==> src/rtl/rev_counter_disp_pkg.sv <==
// Shared 7-segment glyphs (active-low, bit 0 = a .. bit 6 = g), blank pattern and digit-select polarity.
// Also holds the BCD nibble clamp used on load and on each count step.
package rev_counter_disp_pkg;

    localparam logic [6:0] SEG_0     = 7'b1000000;
    localparam logic [6:0] SEG_1     = 7'b1111001;
    localparam logic [6:0] SEG_2     = 7'b0100100;
    localparam logic [6:0] SEG_3     = 7'b0110000;
    localparam logic [6:0] SEG_4     = 7'b0011001;
    localparam logic [6:0] SEG_5     = 7'b0010010;
    localparam logic [6:0] SEG_6     = 7'b0000010;
    localparam logic [6:0] SEG_7     = 7'b1111000;
    localparam logic [6:0] SEG_8     = 7'b0000000;
    localparam logic [6:0] SEG_9     = 7'b0010000;
    localparam logic [6:0] SEG_A     = 7'b0001000;
    localparam logic [6:0] SEG_B     = 7'b0000011;
    localparam logic [6:0] SEG_C     = 7'b1000110;
    localparam logic [6:0] SEG_D     = 7'b0100001;
    localparam logic [6:0] SEG_E     = 7'b0000110;
    localparam logic [6:0] SEG_F     = 7'b0001110;
    localparam logic [6:0] SEG_BLANK = 7'b1111111;

    localparam logic AN_ON  = 1'b0;
    localparam logic AN_OFF = 1'b1;

    function automatic logic [3:0] bcd_sat(input logic [3:0] d);
        return (d > 4'd9) ? 4'd9 : d;
    endfunction

endpackage

==> src/rtl/hex7seg_dec.sv <==
// Combinational hex nibble to active-low 7-segment glyph decoder.
// Latency: 0 cycles; no flow control.
module hex7seg_dec (
    input  logic [3:0] i_nib,
    output logic [6:0] o_seg
);
    import rev_counter_disp_pkg::*;

    always_comb begin
        o_seg = SEG_BLANK;
        case (i_nib)
            4'h0: o_seg = SEG_0;
            4'h1: o_seg = SEG_1;
            4'h2: o_seg = SEG_2;
            4'h3: o_seg = SEG_3;
            4'h4: o_seg = SEG_4;
            4'h5: o_seg = SEG_5;
            4'h6: o_seg = SEG_6;
            4'h7: o_seg = SEG_7;
            4'h8: o_seg = SEG_8;
            4'h9: o_seg = SEG_9;
            4'hA: o_seg = SEG_A;
            4'hB: o_seg = SEG_B;
            4'hC: o_seg = SEG_C;
            4'hD: o_seg = SEG_D;
            4'hE: o_seg = SEG_E;
            4'hF: o_seg = SEG_F;
            default: o_seg = SEG_BLANK;
        endcase
    end

endmodule

==> src/rtl/rev_counter_disp.sv <==
// Binary/BCD up-down counter with load, enable and a multiplexed 7-seg driver with leading-zero blanking.
// Latency: cnt/Rc 1 cycle after the tick or load cycle, display 1 cycle behind cnt; free-running, no backpressure.
module rev_counter_disp #(
    parameter int DIGITS   = 4,
    parameter int TICK_DIV = 10_000_000,
    parameter int SCAN_DIV = 100_000
) (
    input  logic                  clk,
    input  logic                  rst,
    input  logic                  en,
    input  logic                  dir,
    input  logic                  bcd,
    input  logic                  load,
    input  logic [4*DIGITS-1:0]   load_val,
    input  logic                  blank_lz,
    output logic [4*DIGITS-1:0]   cnt,
    output logic                  Rc,
    output logic [6:0]            segment,
    output logic [DIGITS-1:0]     AN
);
    import rev_counter_disp_pkg::*;

    localparam int W  = 4 * DIGITS;
    localparam int TW = $clog2(TICK_DIV);
    localparam int SW = (SCAN_DIV > 1) ? $clog2(SCAN_DIV) : 1;
    localparam int DW = (DIGITS > 1) ? $clog2(DIGITS) : 1;
    localparam logic [DIGITS-1:0] AN_DIG0 = ~(DIGITS'(1));

    logic [TW-1:0]     r_tick_cnt;
    logic [SW-1:0]     r_scan_cnt;
    logic [DW-1:0]     r_dig;
    logic [W-1:0]      r_cnt;
    logic              r_rc;
    logic [DIGITS-1:0] r_an;
    logic [6:0]        r_seg;

    logic              w_tick;
    logic              w_scan_wrap;
    logic [W-1:0]      w_step_val;
    logic [W-1:0]      w_load_sat;
    logic              w_wrap;
    logic              w_ripple;
    logic [3:0]        w_nib_sat;
    logic [DIGITS-1:0] w_lz;
    logic              w_zero_above;
    logic [3:0]        w_nib;
    logic              w_blank;
    logic [DIGITS-1:0] w_an;
    logic [6:0]        w_seg;

    assign w_tick      = (r_tick_cnt == TW'(TICK_DIV - 1));
    assign w_scan_wrap = (r_scan_cnt == SW'(SCAN_DIV - 1));

    // Next count value; in BCD mode out-of-range nibbles are clamped to 9 before rippling.
    always_comb begin
        w_step_val = r_cnt;
        w_load_sat = load_val;
        w_wrap     = 1'b0;
        w_ripple   = 1'b1;
        w_nib_sat  = 4'd0;
        if (bcd) begin
            for (int i = 0; i < DIGITS; i++) begin
                w_nib_sat = bcd_sat(r_cnt[4*i +: 4]);
                w_load_sat[4*i +: 4] = bcd_sat(load_val[4*i +: 4]);
                if (!w_ripple) begin
                    w_step_val[4*i +: 4] = w_nib_sat;
                end else if (dir) begin
                    if (w_nib_sat == 4'd9) begin
                        w_step_val[4*i +: 4] = 4'd0;
                    end else begin
                        w_step_val[4*i +: 4] = w_nib_sat + 4'd1;
                        w_ripple = 1'b0;
                    end
                end else begin
                    if (w_nib_sat == 4'd0) begin
                        w_step_val[4*i +: 4] = 4'd9;
                    end else begin
                        w_step_val[4*i +: 4] = w_nib_sat - 4'd1;
                        w_ripple = 1'b0;
                    end
                end
            end
            w_wrap = w_ripple;
        end else begin
            w_step_val = dir ? (r_cnt + W'(1)) : (r_cnt - W'(1));
            w_wrap     = dir ? (&r_cnt) : (r_cnt == '0);
        end
    end

    // w_lz[i] is set when nibbles i..DIGITS-1 are all zero.
    always_comb begin
        w_lz         = '0;
        w_zero_above = 1'b1;
        for (int i = DIGITS - 1; i >= 0; i--) begin
            w_zero_above = w_zero_above & (r_cnt[4*i +: 4] == 4'd0);
            w_lz[i]      = w_zero_above;
        end
    end

    always_comb begin
        w_nib   = 4'd0;
        w_blank = 1'b0;
        w_an    = {DIGITS{AN_OFF}};
        for (int i = 0; i < DIGITS; i++) begin
            if (r_dig == DW'(i)) begin
                w_nib   = r_cnt[4*i +: 4];
                w_blank = blank_lz && (i != 0) && w_lz[i];
                w_an[i] = AN_ON;
            end
        end
        if (w_blank) begin
            w_an = {DIGITS{AN_OFF}};
        end
    end

    hex7seg_dec u_dec (
        .i_nib (w_nib),
        .o_seg (w_seg)
    );

    always_ff @(posedge clk) begin
        if (rst) begin
            r_tick_cnt <= '0;
            r_scan_cnt <= '0;
            r_dig      <= '0;
            r_cnt      <= '0;
            r_rc       <= 1'b0;
            r_an       <= AN_DIG0;
            r_seg      <= SEG_0;
        end else begin
            r_tick_cnt <= w_tick ? '0 : r_tick_cnt + TW'(1);
            r_rc       <= 1'b0;
            if (load) begin
                r_cnt <= bcd ? w_load_sat : load_val;
            end else if (w_tick && en) begin
                r_cnt <= w_step_val;
                r_rc  <= w_wrap;
            end
            if (w_scan_wrap) begin
                r_scan_cnt <= '0;
                r_dig      <= (r_dig == DW'(DIGITS - 1)) ? '0 : r_dig + DW'(1);
            end else begin
                r_scan_cnt <= r_scan_cnt + SW'(1);
            end
            r_an  <= w_an;
            r_seg <= w_blank ? SEG_BLANK : w_seg;
        end
    end

    assign cnt     = r_cnt;
    assign Rc      = r_rc;
    assign AN      = r_an;
    assign segment = r_seg;

endmodule

==> config.mk <==
export PLATFORM = sky130hd
export DESIGN_NAME = rev_counter_disp
export DESIGN_NICKNAME = d
export VERILOG_FILES = /design/src/rtl/rev_counter_disp_pkg.sv /design/src/rtl/hex7seg_dec.sv /design/src/rtl/rev_counter_disp.sv
export SDC_FILE = /design/constraint.sdc
export NUM_CORES = 1
export LEC_CHECK = 0
export ABC_AREA = 1
export CAP_MARGIN = 20
export CELL_PAD_IN_SITES_DETAIL_PLACEMENT = 0
export CELL_PAD_IN_SITES_GLOBAL_PLACEMENT = 1
export CORE_MARGIN = 3
export CORE_UTILIZATION = 35
export DETAILED_ROUTE_END_ITERATION = 8
export GPL_ROUTABILITY_DRIVEN = 0
export GPL_TIMING_DRIVEN = 0
export PLACE_DENSITY_LB_ADDON = 0.1
export SYNTH_ARGS = -nofsm -noshare
export SYNTH_HDL_FRONTEND = slang
export SYNTH_SLANG_ARGS = --single-unit
==> constraint.sdc <==
create_clock -name clk -period 6.2 [get_ports clk]
set_clock_uncertainty 0.2 [all_clocks]
set_input_delay 0.62 -clock clk [delete_from_list [all_inputs] [get_ports clk]]
set_output_delay 0.62 -clock clk [all_outputs]
set_load 0.05 [all_outputs]
==> flow_metrics.tcl, run 1 <==
set metrics [dict create \
    ctsHoldBuffers 0 \
    worstMarginPinSlew_ns 0.702 \
    ff2ff_path_depth 11 \
    arrival_ns 3.16 \
    die_h_um 130 \
    cts_buffers 9 \
    worstSetupEndpoint "cnt[7]" \
    numPortBuffers 49 \
    wl_per_cell_um 15.0 \
    max_slew_margin_pct 52.7 \
    cp-start-kind "input pin" \
    remaining_drc_errors 0 \
    syn_area_per_cell_um2 6.41 \
    vias_per_cell 5.27 \
    drive_gt1_share_pct 8.68 \
    post-cts-setup-buffer-count 0 \
    ys.flop_type "dfxtp_1" \
    antenna_cells 0 \
    routed_wl_um 16300 \
    crit_cells 13 \
    muxShareOfSynthArea_pct 0 \
    hold_viol_final 0 \
    clk_path_buf_depth 2 \
    reg2reg_slack_ns 3.55 \
    grt_antenna_before_repair 0 \
    synth_top_family_by_area "simple AND/OR/NAND/NOR gates" \
    seq_area_frac_synth_pct 26.5 \
    grt_overflow 0 \
    cpMostUsedCell "nand2_1" \
    hpwlAfterDp_um 12800 \
    p_leak_nw 2.70 \
    grt_max_degree 25 \
    netlist_instances 837 \
    fp-row-count 44 \
    area_growth_syn_to_layout_pct 18.1 \
    drt_iter0_drc 429 \
    hp-class "reg -> reg" \
    fp.dieW_um 130 \
    cp-startpoint "dir" \
    final_cells 1083 \
    synthAdderAreaFrac_pct 6.44 \
    r2r_end "segment[0]" \
    worstSetupPathType "in -> reg" \
    finalMaxSlewViolations 0 \
    setup_viol 0 \
    core_area_um2 14800 \
    synth_compound_area_share_pct 14.2 \
    grt_pass1_vias 5191 \
    synth_xor_area_share_pct 2.78 \
    rsz0062_at_grt "no" \
    synthArstFlopShare_pct 0 \
    dieArea_um2 16900 \
    pin_count 51 \
    crit_slowest_cell "buf_2" \
    cts.clk_slew.worst_paths_ns 0.05 \
    netlist_area_um2 5370 \
    final_cell_area_um2 6340 \
    powerDensity_nw_per_um2 201 \
    crit_chain "buf_2, inv_2, buf_2, ha_1, a21oi_1, nand2_1, nand2_1, nand3_1, or2_2, nand3_1, nand2_1, a21oi_1, nor2_1" \
    cts_tree "yes" \
    min_period_over_period_pct 51.1 \
    cp_num_buf_inv 3 \
    min_period_ns 3.17 \
    timing.setup.tns_ns 0 \
    final_nets 947 \
    required_ns 6.19 \
    clock-sinks 71 \
    worst_path_largest_cell_delay_ns 0.49 \
    drt_pass1_iterations 5 \
    status "finished, final reports clean" \
    crit_family "simple AND/OR/NAND/NOR gates" \
    max_cap_violations 0 \
    postPlaceCellArea_um2 6090 \
    synth-simple-area-share_pct 42.1 \
    grt.total_usage_pct 19.8 \
    detail-route-antenna-nets 0 \
    r2r_start "r_dig[0]" \
    synth_edf_count 0 \
    grt_first_pass_wirelength_um 26500 \
    synth_seq_cells 71 \
    netlist_top_cells_area "dfxtp_1, nand2_1, nand3_1" \
    ys_warn_count 0 \
    total_power_w 0.00127 \
    cts_max_level 3 \
    vias 5706 \
    root_buffer "clkbuf_16" \
    end_kind "register" \
    yosysTopAreaCell "dfxtp_1" \
    dp.cells 1070 \
    clk_latency_ns 0.33 \
    cp_max_fo 24 \
    fmax_mhz 315 \
    syn_nets 887 \
    start_util_pct 36.4 \
    synth_top_area_share_pct 26.5 \
    cts_resized 0 \
    vdd_drop_max_mv 0.124 \
    ys_types 49 \
]
[registers in the layout (all words and copies together), names as in the netlist]
register / flops
AN: 4
Rc: 1
cnt: 16
r_dig: 2
r_scan_cnt: 17
r_tick_cnt: 24
segment: 7
[stage by stage]
| step | hold slack [ns] | utilization, % | worst slack (ns) |
|---|---|---|---|
| 2_1_floorplan | 0.218 | - | 3.34 |
| 3_3_place_gp | 0.233 | 41.2 | 2.74 |
| 3_5_place_dp | 0.250 | 41.2 | 2.69 |
| 4_1_cts | 0.263 | 43.0 | 3.04 |
| 5_1_grt | 0.288 | 43.0 | 2.82 |
| 6_report | 0.260 | 43.0 | 3.03 |
[layer usage]
| layer | vias to the layer above | share of wire (%) | global-route usage (%) |
|---|---|---|---|
| li1 | 2902 | - | - |
| met1 | 2613 | 52 | 29.9 |
| met2 | 173 | 41 | 29.1 |
| met3 | 18 | 6.0 | 3.64 |
| met4 | 0 | 1.3 | 4.46 |
| met5 | - | 0 | 0 |
[synthesized netlist by cell type, types with 3 or more instances]
| master | number |
|---|---|
| a31oi_1 | 5 |
| dfxtp_1 | 71 |
| o21a_1 | 3 |
| xor2_1 | 11 |
| nor3b_2 | 3 |
| clkbuf_1 | 6 |
| nor3_2 | 4 |
| nand2_2 | 9 |
| nand3_1 | 89 |
| a21oi_1 | 49 |
| inv_1 | 79 |
| nand4_1 | 12 |
| nor2_4 | 5 |
| o21ai_0 | 46 |
| xnor2_1 | 6 |
| inv_2 | 5 |
| nand2_1 | 209 |
| nor3b_1 | 8 |
| nor3_1 | 17 |
| nor2_1 | 93 |
| nor2_2 | 10 |
| o21ai_1 | 8 |
| o211ai_1 | 8 |
| ha_1 | 26 |
| nor4_1 | 8 |
| buf_2 | 7 |
| or2_2 | 6 |
| o21bai_1 | 5 |
[cells by family (layout without fill, tap and decap cells)]
logic type | after synthesis | in the layout
simple gates | 484 | 484
compound gates | 135 | 135
buf+inv | 103 | 165
flops | 71 | 71
fa+ha+maj | 27 | 27
xor+xnor | 17 | 17
[how the worst min path moves through the flow]
stage,start,to,cells past startpoint
global placement,r_tick_cnt[0],r_tick_cnt[0],1
detailed placement,r_tick_cnt[0],r_tick_cnt[0],1
global route,r_tick_cnt[0],r_tick_cnt[0],1
finish,r_scan_cnt[0],r_scan_cnt[0],1
floorplan,r_scan_cnt[0],r_scan_cnt[0],1
CTS,r_tick_cnt[0],r_tick_cnt[0],1
[final cells by class]
type	instances	area, um2
timing repair buffer	49	490
clock inverter	2	10.0
sequential	71	1420
multi-input combinational	663	3510
tap	184	230
buffer	17	105
inverter	86	325
clock buffer	11	243
fill	1578	8420
[cell usage in the layout, fill, tap and decap left out, types with 8 or more instances in the layout]
cell type	count
o21ai_0	46
nor3_1	17
nor2_2	10
inv_1	79
nand3_1	89
clkdlybuf4s50_1	49
nor2_1	93
ha_1	26
dfxtp_1	71
nor3b_1	8
nand4_1	12
a21oi_1	49
nand2_1	209
nor4_1	8
nand2_2	9
xor2_1	11
o21ai_1	8
o211ai_1	8
clkbuf_16	9
[report_power, final]
group          switching, W  total, W  leakage [nW]  internal, W
registers         0.0000228  0.000494         0.578     0.000471
logic              0.000213  0.000324          1.99     0.000111
clock network      0.000181  0.000454         0.127     0.000273
total              0.000417   0.00127          2.70     0.000855
No activity file was read; power rests on OpenSTA's default activity.
==> run 2: changes to the inputs <==
==> constraint.sdc (replaced) <==
create_clock -name clk -period 3.19 [get_ports clk]
set_clock_uncertainty 0.2 [all_clocks]
set_input_delay 0.319 -clock clk [delete_from_list [all_inputs] [get_ports clk]]
set_output_delay 0.319 -clock clk [all_outputs]
set_load 0.05 [all_outputs]
==> results of run 2 <==
Same layout as run 1 (identical final DEF). Status: finished, final reports clean.
Main changes from that run: setup slack after placement 2.69 ns -> -0.0159 ns; setup slack after layout 3.03 ns -> 0.321 ns; register-to-register setup slack 3.55 ns -> 0.54 ns; total power 0.00127 W -> 0.00247 W; worst IR drop on VDD 0.124 mV -> 0.242 mV
